===== config.mk =====
export PLATFORM = sky130hd
export DESIGN_NAME = mem_port_arbiter
export DESIGN_NICKNAME = d
export VERILOG_FILES = /design/src/rtl/mem_port_arbiter_pkg.sv /design/src/rtl/mem_port_arbiter_chk.sv /design/src/rtl/rr_arb2.sv /design/src/rtl/mem_port_arbiter.sv
export SDC_FILE = /design/constraint.sdc
export NUM_CORES = 1
export LEC_CHECK = 0
export BUFFER_PORTS_ARGS = -buffer_cell sky130_fd_sc_hd__buf_4
export CORE_AREA = 2 2 122 124
export DETAILED_ROUTE_END_ITERATION = 8
export DIE_AREA = 0 0 124 126
export HOLD_SLACK_MARGIN = 0.02
export PLACE_DENSITY = 0.71
export SYNTH_ARGS = -nofsm -noshare
export SYNTH_HDL_FRONTEND = slang
export SYNTH_SLANG_ARGS = --single-unit

===== constraint.sdc =====
create_clock -name clk -period 3.58 [get_ports clk]
set_input_delay 0.537 -clock clk [delete_from_list [all_inputs] [get_ports clk]]
set_output_delay 0.537 -clock clk [all_outputs]
set_load 0.1 [all_outputs]

===== src/rtl/mem_port_arbiter_pkg.sv =====
// Shared definitions for the memory port arbiter.
// Holds the address/data field widths, the op encoding and the requester ids.
// The requester id becomes the MSB of the downstream opaque tag.
package mem_port_arbiter_pkg;

    localparam int ADDR_W = 32;
    localparam int DATA_W = 32;

    typedef enum logic {
        OP_READ  = 1'b0,
        OP_WRITE = 1'b1
    } op_e;

    localparam logic REQ_IMEM = 1'b0;
    localparam logic REQ_DMEM = 1'b1;

endpackage


===== src/rtl/mem_port_arbiter_chk.sv =====
// Checker for the memory port arbiter: a response must never be accepted
// for a requester that has no request in flight.
// Ports:
//   clk, rst    - clock and synchronous active-high reset
//   resp_hs_i   - per-requester response handshake
//   cnt_zero_i  - per-requester outstanding count is zero
module mem_port_arbiter_chk (
    input logic       clk,
    input logic       rst,
    input logic [1:0] resp_hs_i,
    input logic [1:0] cnt_zero_i
);

    a_no_underflow_imem: assert property (@(posedge clk) disable iff (rst)
        !(resp_hs_i[0] && cnt_zero_i[0]));

    a_no_underflow_dmem: assert property (@(posedge clk) disable iff (rst)
        !(resp_hs_i[1] && cnt_zero_i[1]));

endmodule


===== src/rtl/rr_arb2.sv =====
// Two-input round-robin arbiter.
// Ports:
//   clk, rst  - clock and synchronous active-high reset
//   en_i      - arbitration enable; no grant is issued while low
//   req_i     - request vector (bit 0 = imem, bit 1 = dmem)
//   gnt_o     - one-hot (or zero) grant vector
// On a tie the requester that did not win last time is granted. last_grant
// resets to dmem so that imem wins the first tie.
module rr_arb2
    import mem_port_arbiter_pkg::*;
(
    input  logic       clk,
    input  logic       rst,
    input  logic       en_i,
    input  logic [1:0] req_i,
    output logic [1:0] gnt_o
);

    logic last_q;
    logic last_d;
    logic [1:0] gnt_s;

    // Grant selection and last-grant next state.
    always_comb begin
        gnt_s  = 2'b00;
        last_d = last_q;
        if (en_i) begin
            case (req_i)
                2'b01:   gnt_s = 2'b01;
                2'b10:   gnt_s = 2'b10;
                2'b11:   gnt_s = (last_q == REQ_DMEM) ? 2'b01 : 2'b10;
                default: gnt_s = 2'b00;
            endcase
        end else begin
            gnt_s = 2'b00;
        end
        // Only an actual grant moves the round-robin pointer.
        if (gnt_s != 2'b00) begin
            last_d = gnt_s[1];
        end else begin
            last_d = last_q;
        end
    end

    // Last-grant register.
    always_ff @(posedge clk) begin
        if (rst) begin
            last_q <= REQ_DMEM;
        end else begin
            last_q <= last_d;
        end
    end

    assign gnt_o = gnt_s;

endmodule


===== src/rtl/mem_port_arbiter.sv =====
// Shares one memory port between instruction fetch (imem, id 0) and the
// load/store unit (dmem, id 1).
// Ports:
//   clk, rst                     - clock, synchronous active-high reset
//   req_*_i / req_rdy_i          - two upstream request channels
//   mem_req_*                    - registered downstream request, opaque = {id, opaq}
//   mem_resp_* / mem_resp_rdy    - downstream response channel
//   resp_val_o / resp_rdy_o      - per-requester response handshake
//   resp_op_o/data_o/opaq_o      - response fields broadcast to both requesters
// Requests pass through a single output register; responses are steered
// combinationally by the id bit in the returned opaque tag. Each requester is
// limited to p_max_outstanding requests in flight.
module mem_port_arbiter
    import mem_port_arbiter_pkg::*;
#(
    parameter int p_opaq_bits       = 8,
    parameter int p_max_outstanding = 4
) (
    input  logic                         clk,
    input  logic                         rst,
    input  logic [1:0]                   req_val_i,
    output logic [1:0]                   req_rdy_i,
    input  logic [1:0]                   req_op_i,
    input  logic [1:0][p_opaq_bits-1:0]  req_opaq_i,
    input  logic [1:0][ADDR_W-1:0]       req_addr_i,
    input  logic [1:0][DATA_W-1:0]       req_data_i,
    output logic                         mem_req_val,
    input  logic                         mem_req_rdy,
    output logic                         mem_req_op,
    output logic [ADDR_W-1:0]            mem_req_addr,
    output logic [DATA_W-1:0]            mem_req_data,
    output logic [p_opaq_bits:0]         mem_req_opaq,
    input  logic                         mem_resp_val,
    output logic                         mem_resp_rdy,
    input  logic                         mem_resp_op,
    input  logic [DATA_W-1:0]            mem_resp_data,
    input  logic [p_opaq_bits:0]         mem_resp_opaq,
    output logic [1:0]                   resp_val_o,
    input  logic [1:0]                   resp_rdy_o,
    output logic                         resp_op_o,
    output logic [DATA_W-1:0]            resp_data_o,
    output logic [p_opaq_bits-1:0]       resp_opaq_o
);

    localparam int CW = $clog2(p_max_outstanding + 1);
    localparam logic [CW-1:0] CNT_MAX = CW'(p_max_outstanding);

    logic                   val_q,  val_d;
    logic                   op_q,   op_d;
    logic [ADDR_W-1:0]      addr_q, addr_d;
    logic [DATA_W-1:0]      data_q, data_d;
    logic [p_opaq_bits:0]   opaq_q, opaq_d;
    logic [1:0][CW-1:0]     cnt_q,  cnt_d;

    logic       can_accept_s;
    logic [1:0] elig_s;
    logic [1:0] gnt_s;
    logic       gnt_id_s;
    logic       resp_id_s;
    logic [1:0] resp_hs_s;
    logic [1:0] cnt_zero_s;

    // Response steering: the tag MSB selects the requester.
    always_comb begin
        resp_id_s = mem_resp_opaq[p_opaq_bits];
        if (resp_id_s == REQ_DMEM) begin
            resp_val_o = {mem_resp_val, 1'b0};
        end else begin
            resp_val_o = {1'b0, mem_resp_val};
        end
        mem_resp_rdy = resp_rdy_o[resp_id_s];
        resp_hs_s    = resp_val_o & resp_rdy_o;
    end

    assign resp_op_o   = mem_resp_op;
    assign resp_data_o = mem_resp_data;
    assign resp_opaq_o = mem_resp_opaq[p_opaq_bits-1:0];

    // Eligibility. A response accepted this cycle frees a slot immediately,
    // so a requester at the limit can issue in the same cycle and its count
    // stays at the limit.
    always_comb begin
        can_accept_s = !rst && (!val_q || mem_req_rdy);
        for (int k = 0; k < 2; k++) begin
            elig_s[k] = req_val_i[k] && can_accept_s &&
                        ((cnt_q[k] < CNT_MAX) || resp_hs_s[k]);
        end
    end

    rr_arb2 u_arb (
        .clk   (clk),
        .rst   (rst),
        .en_i  (can_accept_s),
        .req_i (elig_s),
        .gnt_o (gnt_s)
    );

    assign req_rdy_i = gnt_s;
    assign gnt_id_s  = gnt_s[1];

    // Output register next state: load on grant, otherwise drain on ready.
    always_comb begin
        val_d  = val_q;
        op_d   = op_q;
        addr_d = addr_q;
        data_d = data_q;
        opaq_d = opaq_q;
        if (gnt_s != 2'b00) begin
            val_d  = 1'b1;
            op_d   = req_op_i[gnt_id_s];
            addr_d = req_addr_i[gnt_id_s];
            data_d = req_data_i[gnt_id_s];
            opaq_d = {gnt_id_s, req_opaq_i[gnt_id_s]};
        end else if (mem_req_rdy) begin
            val_d  = 1'b0;
        end else begin
            val_d  = val_q;
        end
    end

    // Outstanding counters: grant increments, response handshake decrements.
    always_comb begin
        for (int k = 0; k < 2; k++) begin
            cnt_zero_s[k] = (cnt_q[k] == CW'(0));
            case ({gnt_s[k], resp_hs_s[k]})
                2'b10: cnt_d[k] = cnt_q[k] + CW'(1);
                2'b01: begin
                    if (cnt_zero_s[k]) begin
                        cnt_d[k] = cnt_q[k];
                    end else begin
                        cnt_d[k] = cnt_q[k] - CW'(1);
                    end
                end
                default: cnt_d[k] = cnt_q[k];
            endcase
        end
    end

    // State registers; reset drops the buffered request and clears counts.
    always_ff @(posedge clk) begin
        if (rst) begin
            val_q  <= 1'b0;
            op_q   <= 1'b0;
            addr_q <= {ADDR_W{1'b0}};
            data_q <= {DATA_W{1'b0}};
            opaq_q <= {(p_opaq_bits + 1){1'b0}};
            cnt_q  <= {(2 * CW){1'b0}};
        end else begin
            val_q  <= val_d;
            op_q   <= op_d;
            addr_q <= addr_d;
            data_q <= data_d;
            opaq_q <= opaq_d;
            cnt_q  <= cnt_d;
        end
    end

    assign mem_req_val  = val_q;
    assign mem_req_op   = op_q;
    assign mem_req_addr = addr_q;
    assign mem_req_data = data_q;
    assign mem_req_opaq = opaq_q;

    mem_port_arbiter_chk u_chk (
        .clk        (clk),
        .rst        (rst),
        .resp_hs_i  (resp_hs_s),
        .cnt_zero_i (cnt_zero_s)
    );

endmodule


==> results.md <==
* CP max-delay cell: a211o_2
* Flop pwr share at 32.1%
* Worst path max stage delay at 0.38 ns
* LEAKAGE at about 0.0027 uW
* Tightest Hold Check Type: in2reg
* Max FO, Critical Path at 45
* Yosys reg bits at 82
* PortBufs at between 200 and 250
* Commonest non-fill, non-tap cell in the layout: buf_4
* Via count at roughly 4.2k
* Worst hold start: req_data_i[16]
* Setup bufs post-CTS at 0
* CTS tree: done
* Cell Pwr Density at approximately 530 nW/um^2
* First-pass GRT wire length at 19,700 um
* Worst EP arrival at between 1.5 and 2 ns
* Post-Route Setup TNS at 0 ns
* Final #Nets at between 800 and 900
* Total grt overflow at 0
* Final setup viols at 0
* VDD IR max at 0.237 mV
* Final hold violations at 0
* Post-synthesis xor/xnor area fraction at less than 1%
* Hold buffer count at cts at 0
* Worst slew pin tran at 0.607 ns
* Mapped Area at about 4300 sq um
* CP Launch Type: input pin
* Leading cell types in the layout, fill and taps excluded: buf_4, nand2_1, nor2_1
* Clock Skew at between 0.007 and 0.008 ns
* Worst Setup End Kind: output pin
* Post-synthesis cell type count at 38
* Die H at 126 um
* IO Count at about 320
* WHS Path Cells at 3
* Net Sw Power at 1290 uW
* R2R Setup Slk at 1.46 ns
* Wirelength per Cell at 14.4 um
* Synth Area in Adders at less than 1%
* Clock network power share at between 30% and 40%
* Largest family of logic cells by synthesized area: simple AND/OR/NAND/NOR gates
* Relative slew slack at slightly below 60%
* Sequential-to-total area share from yosys stat at about two fifths
* Hold Path Sink: mem_req_data[16]$_SDFFE_PP0P_
* Simple-Gate Fraction of Synth Area at 23.7%
* Total track usage at ~16%
* Internal power component at 1980 uW
* Crit path cell chain: buf_4 -> and3_4 -> o21ai_2 -> a211o_2 -> clkinv_4 -> buf_4
* Critical path data required time at about 3.0 ns
* Die Span X at about 120 um
* Inserted Diodes at 0
* Clock sinks at just over 80
* Compound-Gate Fraction of Synth Area at a little under a quarter
* Share of cells above drive strength 1 at between 40% and 50%
* Post-CTS resize count at 0
* # DRC at 0
* Mapped Cells at 532
* Number of CTS-inserted buffers at 9
* Vias in the first global route at between 3k and 4k
* Most used cell along the critical path: buf_4
* Clock Pin Slew Worst Setup and Hold Paths at 0.06 ns
* RR Endpoint: cnt_q[5]$_SDFFE_PP0P_
* Initial antenna violation count at 0
* Max Cap Viol at 0
* Core outline area at between 10,000 and 15,000 sq um
* RR Startpoint: cnt_q[5]$_SDFFE_PP0P_
* Clk_lat worst skew at 0.34 ns
* Area Growth Syn to Fin at 43.3%
* Global placement routability congestion at 0.830
* Max Clk Rate at 396 MHz
* Net Sw Frac at roughly two fifths
* DIE AREA at around 16,000 sq um
* Mean Syn Cell Area at between 8 and 9 sq um
* Period Utilization, post-route at just over 70%
* Final wirelength at 12,800 um
* Largest net degree at the start of global routing at 75
* WHS at ~0.47 ns
* Post-synthesis mux area share at less than 1%
* CTS root buf: clkbuf_16
* Post-DRT Antenna Nets at 0
* FP Rows at 44
* Post-DP HPWL at a little over 9000 um
* RSZ-0062 raised after global routing: no
* R2r worst-path depth at 10
* Synthesized netlist net count at 730
* Ys Warns at 0
* Combinational share of power at 36.1%
* Post-layout min period at 2.52 ns
* Via density at 4.76
* Status: finished clean
* H-tree level count at 3
* Slew Limit Fails at 0
* Initial Utilization at 30.0%
* Kind of critical path: in2out
* Clock Tree Buf Depth at 2
* Drt first pass iters at 4
* 1st-iter DRT viols at between 200 and 250
-- state kept, by name, summed over array words and instances (netlist names) --
name,flops
u_arb.last_q,1
mem_req_opaq,9
mem_req_op,1
mem_req_addr,32
mem_req_data,32
cnt_q,6
mem_req_val,1
-- how the worst max path moves through the flow --
stage	endpoint	start	slack (ns)	depth (start not counted)
2_1_floorplan	cnt_q[5]$_SDFFE_PP0P_	mem_req_val$_SDFFE_PP0P_	0.72	13
3_3_place_gp	cnt_q[1]$_SDFFE_PP0P_	rst	1.03	9
3_5_place_dp	cnt_q[1]$_SDFFE_PP0P_	rst	0.98	9
4_1_cts	req_rdy_i[1]	cnt_q[5]$_SDFFE_PP0P_	1.04	5
5_1_grt	req_rdy_i[1]	cnt_q[5]$_SDFFE_PP0P_	0.94	5
6_report	req_rdy_i[1]	mem_resp_opaq[8]	1.06	6
-- power groups by stage --
| stage | registers, uW | logic, uW | clock network, uW |
|---|---|---|---|
| floorplan | 1620 | 527 | 0 |
| global placement | 1060 | 1180 | 0 |
| detailed placement | 1070 | 1190 | 0 |
| CTS | 1050 | 1190 | 1080 |
| global route | 1060 | 1240 | 1120 |
| finish | 1050 | 1180 | 1040 |
-- cell families after synthesis --
family / count (synthesis)
AND/OR/NAND/NOR: 257
AO/OA/AOI/OAI: 95
buffers and inverters: 91
flip-flops: 82
multiplexers: 3
XOR/XNOR: 2
adder cells (fa/ha/maj): 2
-- per-stage QoR --
stage,total power (uW),setup slack [ns],utilization [%],area [sq um],instances
floorplan,2150,0.721,-,4300,532
global placement,2240,1.03,40.7,5820,872
detailed placement,2250,0.978,40.7,5820,872
CTS,3310,1.04,43.0,6160,888
global route,3410,0.937,43.0,6160,888
finish,3260,1.06,43.0,6160,888
-- worst max-delay path, delay by kind of cell --
family                 cells  cell delay [ns]
AND/OR/NAND/NOR            1             0.20
buffers and inverters      3             0.74
AO/OA/AOI/OAI              2             0.49
-- cells in the mapped netlist --
library cell | instances | share of area (%)
a211o_1 | 2 | 0.41
a211oi_1 | 1 | 0.17
a21boi_1 | 1 | 0.17
a21oi_1 | 4 | 0.47
a221oi_2 | 1 | 0.35
a311oi_1 | 43 | 8.8
a311oi_2 | 30 | 10
a31oi_1 | 1 | 0.15
and2_1 | 1 | 0.15
and3_4 | 1 | 0.26
and3b_1 | 1 | 0.20
buf_2 | 17 | 2.0
buf_4 | 45 | 7.9
buf_6 | 3 | 0.79
buf_8 | 2 | 0.70
clkbuf_1 | 18 | 1.6
clkinv_4 | 1 | 0.20
dfxtp_1 | 82 | 38
fa_1 | 1 | 0.47
ha_1 | 1 | 0.29
inv_1 | 5 | 0.44
mux2_2 | 2 | 0.52
mux2i_1 | 1 | 0.23
nand2_1 | 153 | 13
nand2b_1 | 2 | 0.29
nand3_1 | 2 | 0.23
nand3b_1 | 1 | 0.17
nor2_1 | 83 | 7.2
nor2b_1 | 2 | 0.29
nor3_1 | 9 | 1.0
nor4b_1 | 2 | 0.41
o211ai_1 | 2 | 0.35
o21ai_0 | 6 | 0.70
o21ai_1 | 1 | 0.12
o21ai_2 | 1 | 0.20
o311ai_0 | 1 | 0.20
o31ai_1 | 1 | 0.17
xnor2_1 | 2 | 0.41
-- cell type report --
cell class                 instances  area, sq um
clock buffer                      11          253
clock inverter                     5         85.1
multi-input combinational        359         2090
inverter                           6         27.5
tap                              184          230
sequential                        82         1640
timing repair buffer             241         1830
fill                            1464         8150
-- layer usage --
metal	track usage, %	routed length [um]	up-vias
li1	-	-	2123
met1	19.7	5260	1911
met2	26.1	6210	157
met3	3.58	931	33
met4	7.93	383	0
met5	0	0	-
No activity file was read; power rests on OpenSTA's default activity.
